`config.mk`:
```
export PLATFORM = sky130hd
export DESIGN_NAME = instr_mem_bridge_flat
export DESIGN_NICKNAME = d
export VERILOG_FILES = /design/src/rtl/instr_mem_bridge_if.sv /design/src/rtl/instr_mem_bridge.sv /design/src/flat_wrapper.sv
export SDC_FILE = /design/constraint.sdc
export NUM_CORES = 1
export LEC_CHECK = 0
export ABC_AREA = 1
export ABC_CLOCK_PERIOD_IN_PS = 1460
export CAP_MARGIN = 30
export CORE_ASPECT_RATIO = 0.9
export CORE_MARGIN = 2
export CORE_UTILIZATION = 26
export DETAILED_ROUTE_END_ITERATION = 8
export HOLD_SLACK_MARGIN = 0.12
export PLACE_DENSITY = 0.81
export SETUP_SLACK_MARGIN = 0.05
export SLEW_MARGIN = 40
export SYNTH_ARGS = -nofsm -noshare
export SYNTH_HDL_FRONTEND = slang
export SYNTH_SLANG_ARGS = --single-unit
```
`constraint.sdc`:
```
create_clock -name clk -period 1.46 [get_ports clk]
set_input_delay 0.219 -clock clk [delete_from_list [all_inputs] [get_ports clk]]
set_output_delay 0.219 -clock clk [all_outputs]
set_load 0.01 [all_outputs]
```
`src/rtl/instr_mem_bridge_if.sv`:
```
// rtl/instr_mem_bridge_if.sv - boot-load stream and instruction fetch bus bundle
//
// Purpose: groups the two handshake buses seen by instr_mem_bridge.
// Signals:
//   load_valid/load_data/load_last -> boot word stream into the bridge
//   load_ready                     <- boot word accepted this cycle
//   instr_req_i/instr_addr_i       -> ibex fetch request and byte address
//   instr_gnt_o                    <- request accepted
//   instr_rvalid_o/instr_rdata_o   <- fetch response
// Modports: master = core/loader side, slave = bridge side.

interface instr_mem_bridge_if;
  logic        load_valid;
  logic [31:0] load_data;
  logic        load_last;
  logic        load_ready;

  logic        instr_req_i;
  logic [31:0] instr_addr_i;
  logic        instr_gnt_o;
  logic        instr_rvalid_o;
  logic [31:0] instr_rdata_o;

  modport master (
    output load_valid, load_data, load_last, instr_req_i, instr_addr_i,
    input  load_ready, instr_gnt_o, instr_rvalid_o, instr_rdata_o
  );

  modport slave (
    input  load_valid, load_data, load_last, instr_req_i, instr_addr_i,
    output load_ready, instr_gnt_o, instr_rvalid_o, instr_rdata_o
  );
endinterface

```
`src/rtl/instr_mem_bridge.sv`:
```
// rtl/instr_mem_bridge.sv - boot loader and fetch server for a 1rw1r instruction SRAM
//
// Purpose: boot-loads the instruction RAM through SRAM port 0, then releases
// the core and serves its fetches from SRAM port 1 with one-cycle latency.
// Ports:
//   clk, reset      clock, asynchronous active-high reset
//   load_start      pulse: restart loading from word 0
//   load_done       high while serving fetches
//   fetch_enable_o  to ibex fetch_enable_i
//   oob_err         sticky, fetch above RAM range seen
//   bus             boot stream + fetch bus (slave side)
//   sram_*0         SRAM write port (csb/web active low)
//   sram_*1         SRAM read port, sram_dout1 valid the cycle after select

module instr_mem_bridge #(
  parameter int ADDR_W     = 8,
  parameter int BOOT_WORDS = 256
) (
  input  logic              clk,
  input  logic              reset,
  input  logic              load_start,
  output logic              load_done,
  output logic              fetch_enable_o,
  output logic              oob_err,
  instr_mem_bridge_if.slave bus,
  output logic              sram_csb0,
  output logic              sram_web0,
  output logic [3:0]        sram_wmask0,
  output logic [ADDR_W-1:0] sram_addr0,
  output logic [31:0]       sram_din0,
  output logic              sram_csb1,
  output logic [ADDR_W-1:0] sram_addr1,
  input  logic [31:0]       sram_dout1
);

  localparam logic [1:0] ST_LOAD  = 2'd0;
  localparam logic [1:0] ST_DRAIN = 2'd1;
  localparam logic [1:0] ST_RUN   = 2'd2;

  // One extra pointer bit so a full 2^ADDR_W load never wraps to 0.
  localparam logic [ADDR_W:0] LAST_PTR = (ADDR_W+1)'(BOOT_WORDS - 1);
  localparam logic [31:0]     NOP_INSN = 32'h0000_0013;

  logic [1:0]      r_state;
  logic [1:0]      w_state_nxt;
  logic [ADDR_W:0] r_wptr;
  logic            r_load_ready;
  logic            r_run_q;
  logic            r_rvalid;
  logic            r_rvalid_oob;
  logic            r_oob_err;

  logic            w_wr;
  logic            w_last;
  logic            w_oob;
  logic            w_gnt;
  logic            w_sel1;
  logic            w_unused_addr;

  // load_ready is only high in LOAD, so it alone qualifies the write.
  assign w_wr   = bus.load_valid & r_load_ready;
  assign w_last = w_wr & (bus.load_last | (r_wptr == LAST_PTR));
  assign w_oob  = |bus.instr_addr_i[31:ADDR_W+2];
  assign w_gnt  = bus.instr_req_i & (r_state == ST_RUN) & ~load_start;
  assign w_sel1 = w_gnt & ~w_oob;

  // Byte offset within a word is irrelevant to a word-wide fetch.
  assign w_unused_addr = ^bus.instr_addr_i[1:0];

  always_comb begin
    w_state_nxt = r_state;
    if (load_start) begin
      // A response still owed to the core is delivered before reloading.
      w_state_nxt = r_rvalid ? ST_DRAIN : ST_LOAD;
    end else begin
      case (r_state)
        ST_LOAD:  if (w_last) w_state_nxt = ST_RUN;
        ST_DRAIN: if (!r_rvalid) w_state_nxt = ST_LOAD;
        ST_RUN:   w_state_nxt = ST_RUN;
        default:  w_state_nxt = ST_LOAD;
      endcase
    end
  end

  always_ff @(posedge clk or posedge reset) begin
    if (reset) begin
      r_state      <= ST_LOAD;
      r_wptr       <= '0;
      r_load_ready <= 1'b0;
      r_run_q      <= 1'b0;
      r_rvalid     <= 1'b0;
      r_rvalid_oob <= 1'b0;
      r_oob_err    <= 1'b0;
    end else begin
      r_state      <= w_state_nxt;
      r_load_ready <= (w_state_nxt == ST_LOAD);
      // Released one cycle after entering RUN; dropped right after load_start.
      r_run_q      <= (r_state == ST_RUN) & ~load_start;
      r_rvalid     <= w_gnt;
      r_rvalid_oob <= w_gnt & w_oob;
      r_oob_err    <= r_oob_err | (w_gnt & w_oob);
      if (load_start) begin
        r_wptr <= '0;
      end else if (w_wr) begin
        r_wptr <= r_wptr + (ADDR_W+1)'(1);
      end
    end
  end

  assign bus.load_ready     = r_load_ready;
  assign load_done          = r_run_q;
  assign fetch_enable_o     = r_run_q;
  assign oob_err            = r_oob_err;

  assign bus.instr_gnt_o    = w_gnt;
  assign bus.instr_rvalid_o = r_rvalid;
  assign bus.instr_rdata_o  = !r_rvalid    ? 32'h0 :
                              r_rvalid_oob ? NOP_INSN : sram_dout1;

  assign sram_csb0   = ~w_wr;
  assign sram_web0   = ~w_wr;
  assign sram_wmask0 = w_wr ? 4'hF : 4'h0;
  assign sram_addr0  = w_wr ? r_wptr[ADDR_W-1:0] : '0;
  assign sram_din0   = w_wr ? bus.load_data : 32'h0;

  assign sram_csb1   = ~w_sel1;
  assign sram_addr1  = w_sel1 ? bus.instr_addr_i[ADDR_W+1:2] : '0;

endmodule

```
`src/flat_wrapper.sv`:
```
// flat-port wrapper written by rule: the top's interface ports become plain ports
module instr_mem_bridge_flat 
#(
  parameter int ADDR_W     = 8,
  parameter int BOOT_WORDS = 256
)
  (clk, reset, load_start, load_done, fetch_enable_o, oob_err, sram_csb0, sram_web0, sram_wmask0, sram_addr0, sram_din0, sram_csb1, sram_addr1, sram_dout1, bus_load_valid, bus_load_data, bus_load_last, bus_instr_req_i, bus_instr_addr_i, bus_load_ready, bus_instr_gnt_o, bus_instr_rvalid_o, bus_instr_rdata_o);
  instr_mem_bridge_if bus_i ();
  input  logic clk;
  input  logic reset;
  input  logic load_start;
  output logic load_done;
  output logic fetch_enable_o;
  output logic oob_err;
  output logic sram_csb0;
  output logic sram_web0;
  output logic [3:0] sram_wmask0;
  output logic [ADDR_W-1:0] sram_addr0;
  output logic [31:0] sram_din0;
  output logic sram_csb1;
  output logic [ADDR_W-1:0] sram_addr1;
  input  logic [31:0] sram_dout1;
  input wire logic [$bits(bus_i.load_valid)-1:0] bus_load_valid;
  input wire logic [$bits(bus_i.load_data)-1:0] bus_load_data;
  input wire logic [$bits(bus_i.load_last)-1:0] bus_load_last;
  input wire logic [$bits(bus_i.instr_req_i)-1:0] bus_instr_req_i;
  input wire logic [$bits(bus_i.instr_addr_i)-1:0] bus_instr_addr_i;
  output wire logic [$bits(bus_i.load_ready)-1:0] bus_load_ready;
  output wire logic [$bits(bus_i.instr_gnt_o)-1:0] bus_instr_gnt_o;
  output wire logic [$bits(bus_i.instr_rvalid_o)-1:0] bus_instr_rvalid_o;
  output wire logic [$bits(bus_i.instr_rdata_o)-1:0] bus_instr_rdata_o;
  assign bus_i.load_valid = bus_load_valid;
  assign bus_i.load_data = bus_load_data;
  assign bus_i.load_last = bus_load_last;
  assign bus_i.instr_req_i = bus_instr_req_i;
  assign bus_i.instr_addr_i = bus_instr_addr_i;
  assign bus_load_ready = bus_i.load_ready;
  assign bus_instr_gnt_o = bus_i.instr_gnt_o;
  assign bus_instr_rvalid_o = bus_i.instr_rvalid_o;
  assign bus_instr_rdata_o = bus_i.instr_rdata_o;
  instr_mem_bridge #(.ADDR_W(ADDR_W), .BOOT_WORDS(BOOT_WORDS)) u_core (.clk(clk), .reset(reset), .load_start(load_start), .load_done(load_done), .fetch_enable_o(fetch_enable_o), .oob_err(oob_err), .bus(bus_i), .sram_csb0(sram_csb0), .sram_web0(sram_web0), .sram_wmask0(sram_wmask0), .sram_addr0(sram_addr0), .sram_din0(sram_din0), .sram_csb1(sram_csb1), .sram_addr1(sram_addr1), .sram_dout1(sram_dout1));
endmodule
```
==> key figures, run 1 <==
Outcome
  – Run status: finished with violations
  – Violations in the final reports: negative setup slack

Pwr
  – Sequential cell fraction of total power: 0.252
  – Portion of total power attributed to the clock network: 0.175
  – Pint: 1.27 mW
  – Max rail drop VDD: 0.627 mV
  – Total power density per cell area: 412 nW/um^2
  – Combinational fraction of design power: 0.573
  – Fraction of power spent switching nets: 0.335
  – Net switching power: 0.636 mW
  – Static leakage: 2.36 nW

Routing
  – Length of the first detailed-routing pass in iterations: 4
  – DRC: 0
  – Post-route ant nets: 0
  – Wire length per cell: ~15 microns
  – Aggregate routed wire length: 8620 microns
  – Via count: 2566
  – Via density: 4.47
  – Number of design-rule violations left by the first detailed-router iteration: 61

Cells and area
  – Share of cells above drive strength 1: 0.462
  – Final design area excluding fillers: 4610 sq um
  – Area growth from synthesis to layout: 193%
  – Commonest non-fill, non-tap cells in the layout: sky130_fd_sc_hd__inv_1, sky130_fd_sc_hd__clkdlybuf4s50_1, sky130_fd_sc_hd__buf_6, sky130_fd_sc_hd__nor2_4, sky130_fd_sc_hd__nor2_1
  – Antenna fix cells: 0
  – NumNets Final: 610
  – Most common cell after layout, fill and taps aside: sky130_fd_sc_hd__inv_1

Global route
  – Wire length of the first global-routing pass: roughly 11000 microns
  – Global-route usage over all layers: 0.209
  – Maximum number of pins on one net before global-route repair: 17
  – Number of antenna violations at the first check in global routing: 0
  – Gr ovfl total: 0
  – Number of global-route vias before repair: 2433

STA
  – Number of hold violations in the final report: 0
  – Worst Skew: 0.00336 ns
  – Number of max-slew violations in the final report: 0
  – Hold Slack: 0.271 ns
  – Final-report setup violation count: 40
  – Headroom to the max-slew limit: 0.801
  – Ratio of final minimum period to clock period: 1.17
  – Highest Clock Rate: 587 MHz
  – Minimum setup slack in the final design: -0.244 ns
  – Min cycle time layout: about 1.7 ns
  – Aggregate negative setup slack: -4.81 ns
  – Slew at the pin with the worst max-slew slack: approximately 0.29 ns
  – Setup repair after global routing missed its margin: yes

Setup path
  – Critical path data arrival time: roughly 1.5 ns
  – Cells along the critical path: clkdlybuf4s50_1 > nor2_1 > nand2_1 > nor2_4 > nand4_4 > buf_6 > nor2_4 > buf_6
  – Depth of the worst register-to-register path: 7
  – Master of the slowest instance on the critical path: sky130_fd_sc_hd__clkdlybuf4s50_1
  – Classification of the worst setup path: input pin to output port
  – CP required: 1.24 ns
  – CP Max Fanout: 6
  – Largest stage delay on the critical path: 0.39 ns
  – Sort of element at the start of the critical path: input pin
  – Critical Path End Type: output port

Clocking
  – H-tree lvl count: 1
  – Clock insertion delay at the later pin of the skew report: roughly 0.25 ns
  – Clk pin slew, worst setup/hold paths: 0.06 ns
  – Clk sinks: 16
  – Cell at the root of the clock tree: sky130_fd_sc_hd__clkbuf_8
  – Clock tree from TritonCTS: yes
  – Number of buffers inserted during clock tree synthesis: 3
  – Maximum buffer depth of the clock tree: 2

Floorplanning
  – Area of the die: 6680 sq um
  – Number of rows created at floorplan: 26
  – Die Height: 77.8 microns
  – Starting density of the core: 0.273
  – Floorplan die width: 86.0 microns
  – Total core area: ~5800 sq um
  – Number of placed I/O pins: 195

Run
  – MaxCap Viol Count: 0

Placed design
  – Placed Instance Area: 3650 sq um
  – Detailed placer's ending HPWL: around 5100 microns
  – Final weighted congestion in routability-driven placement: 0.793
  – IO buf count: 192

Synthesis
  – Number of warnings printed during yosys synthesis: 0
  – Count of mapped cells out of synthesis: 272
  – Number of storage elements in the synthesis netlist: 16
  – Proportion of synthesized chip area in sequential cells: 0.255
  – Syn Area/Cell: between 5 and 6 sq um
  – Syn Std Cell Area: between 1500 and 2000 sq um
  – Cell variety after synth: 23
  – Post-Syn Nets: 376

Min path
  – Class of the worst hold path: input pin to asynchronous set/reset pin
critical path, delay by kind of cell:
| kind | cells | cell delay (ns) |
|---|---|---|
| buf+inv | 3 | 0.67 |
| simple gates | 5 | 0.59 |
routing by layer:
layer / track usage / up-vias / wire length, microns
met2: 0.412 / 127 / 4740
met3: 0.0415 / 24 / 578
met5: 0 / - / 0
met4: 0.0270 / 0 / 283
met1: 0.233 / 1206 / 3010
li1: - / 1209 / -
final timing paths:
path	from	to	slack [ns]
max in group asynchronous	reset	u_core.r_wptr[4]$_DFFE_PP0P_	1.00
hold / removal	reset	u_core.oob_err$_DFF_PP0_	0.27
setup reg to reg	u_core.r_wptr[0]$_DFFE_PP0P_	u_core.bus.load_ready$_DFF_PP0_	-0.03
min in group clk	u_core.oob_err$_DFF_PP0_	u_core.oob_err$_DFF_PP0_	0.48
setup / recovery	bus_instr_addr_i[15]	sram_addr1[4]	-0.24
hold reg to reg	u_core.oob_err$_DFF_PP0_	u_core.oob_err$_DFF_PP0_	0.48
logic make-up after synthesis:
| group | synth area share |
|---|---|
| simple gates | 0.405 |
| buf+inv | 0.275 |
| flops | 0.255 |
| compound gates | 0.0486 |
| fa+ha+maj | 0.0159 |
power by group through the flow:
stage | logic (mW) | clock network, mW | registers (mW)
floorplan | 0.254 | 0 | 0.481
global placement | 0.767 | 0 | 0.477
detailed placement | 0.776 | 0 | 0.478
CTS | 0.876 | 0.338 | 0.472
global route | 1.16 | 0.363 | 0.479
finish | 1.09 | 0.334 | 0.478
sequential cells by signal, indices dropped and copies added, names as in the netlist:
| name | cells |
|---|---|
| u_core.r_wptr | 9 |
| u_core.r_state | 2 |
| u_core.bus.load_ready | 1 |
| u_core.oob_err | 1 |
| u_core.r_rvalid_oob | 1 |
| u_core.fetch_enable_o | 1 |
| u_core.bus.instr_rvalid_o | 1 |
timing repair:
item | 4_1_cts | 5_1_grt
hold buffers | 0 | 0
endpoints found under the setup margin | 95 | 94
buffers inserted | 21 | 7
cloned | 6 | 1
resized for setup | 460 | 142
pin swaps | 31 | 30
through the flow:
| step | power, mW | std cells | setup slack (ns) | util |
|---|---|---|---|---|
| 6_report | 1.90 | 574 | -0.244 | 0.801 |
| 5_1_grt | 2.00 | 574 | -0.295 | 0.801 |
| 4_1_cts | 1.69 | 570 | -0.238 | 0.701 |
| 3_5_place_dp | 1.25 | 540 | -0.738 | 0.635 |
| 3_3_place_gp | 1.24 | 540 | -0.622 | 0.635 |
| 2_1_floorplan | 0.735 | 272 | 0.116 | - |
area by class of cell:
| type | instances | area, sq um |
|---|---|---|
| Timing Repair Buffer | 243 | 2490 |
| Multi-Input combinational cell | 154 | 1260 |
| Fill cell | 365 | 1150 |
| Sequential cell | 16 | 400 |
| Inverter | 88 | 330 |
| Tap cell | 70 | 87.6 |
| Clock buffer | 3 | 41.3 |
cells in the mapped netlist:
cell / instances / area, sq um
sky130_fd_sc_hd__nor2_1: 92 / 345
sky130_fd_sc_hd__inv_1: 86 / 323
sky130_fd_sc_hd__nand2_1: 21 / 78.8
sky130_fd_sc_hd__dfrtp_1: 16 / 400
sky130_fd_sc_hd__nor2_4: 10 / 113
sky130_fd_sc_hd__o21ai_0: 7 / 35.0
sky130_fd_sc_hd__a21oi_1: 6 / 30.0
sky130_fd_sc_hd__buf_4: 6 / 45.0
sky130_fd_sc_hd__nand3_1: 5 / 25.0
sky130_fd_sc_hd__buf_1: 3 / 11.3
sky130_fd_sc_hd__buf_2: 3 / 15.0
sky130_fd_sc_hd__nor2_2: 3 / 18.8
sky130_fd_sc_hd__ha_1: 2 / 25.0
sky130_fd_sc_hd__inv_2: 2 / 7.51
sky130_fd_sc_hd__or2_1: 2 / 12.5
sky130_fd_sc_hd__buf_12: 1 / 20.0
sky130_fd_sc_hd__buf_6: 1 / 11.3
sky130_fd_sc_hd__nand2_2: 1 / 6.26
sky130_fd_sc_hd__nand3_2: 1 / 10.0
sky130_fd_sc_hd__nand4_4: 1 / 21.3
sky130_fd_sc_hd__nor4_1: 1 / 6.26
sky130_fd_sc_hd__o21ai_1: 1 / 5.00
sky130_fd_sc_hd__o22ai_1: 1 / 6.26
(Power assumes the default switching activity.)
==> run 2: changes to the inputs <==
--- a/config.mk
+++ b/config.mk
@@ -15,7 +15,6 @@
 export HOLD_SLACK_MARGIN = 0.12
 export PLACE_DENSITY = 0.81
 export SETUP_SLACK_MARGIN = 0.05
-export SLEW_MARGIN = 40
 export SYNTH_ARGS = -nofsm -noshare
 export SYNTH_HDL_FRONTEND = slang
 export SYNTH_SLANG_ARGS = --single-unit
==> results of run 2 <==
The final DEF is identical to that of run 1; final timing and power are the same.
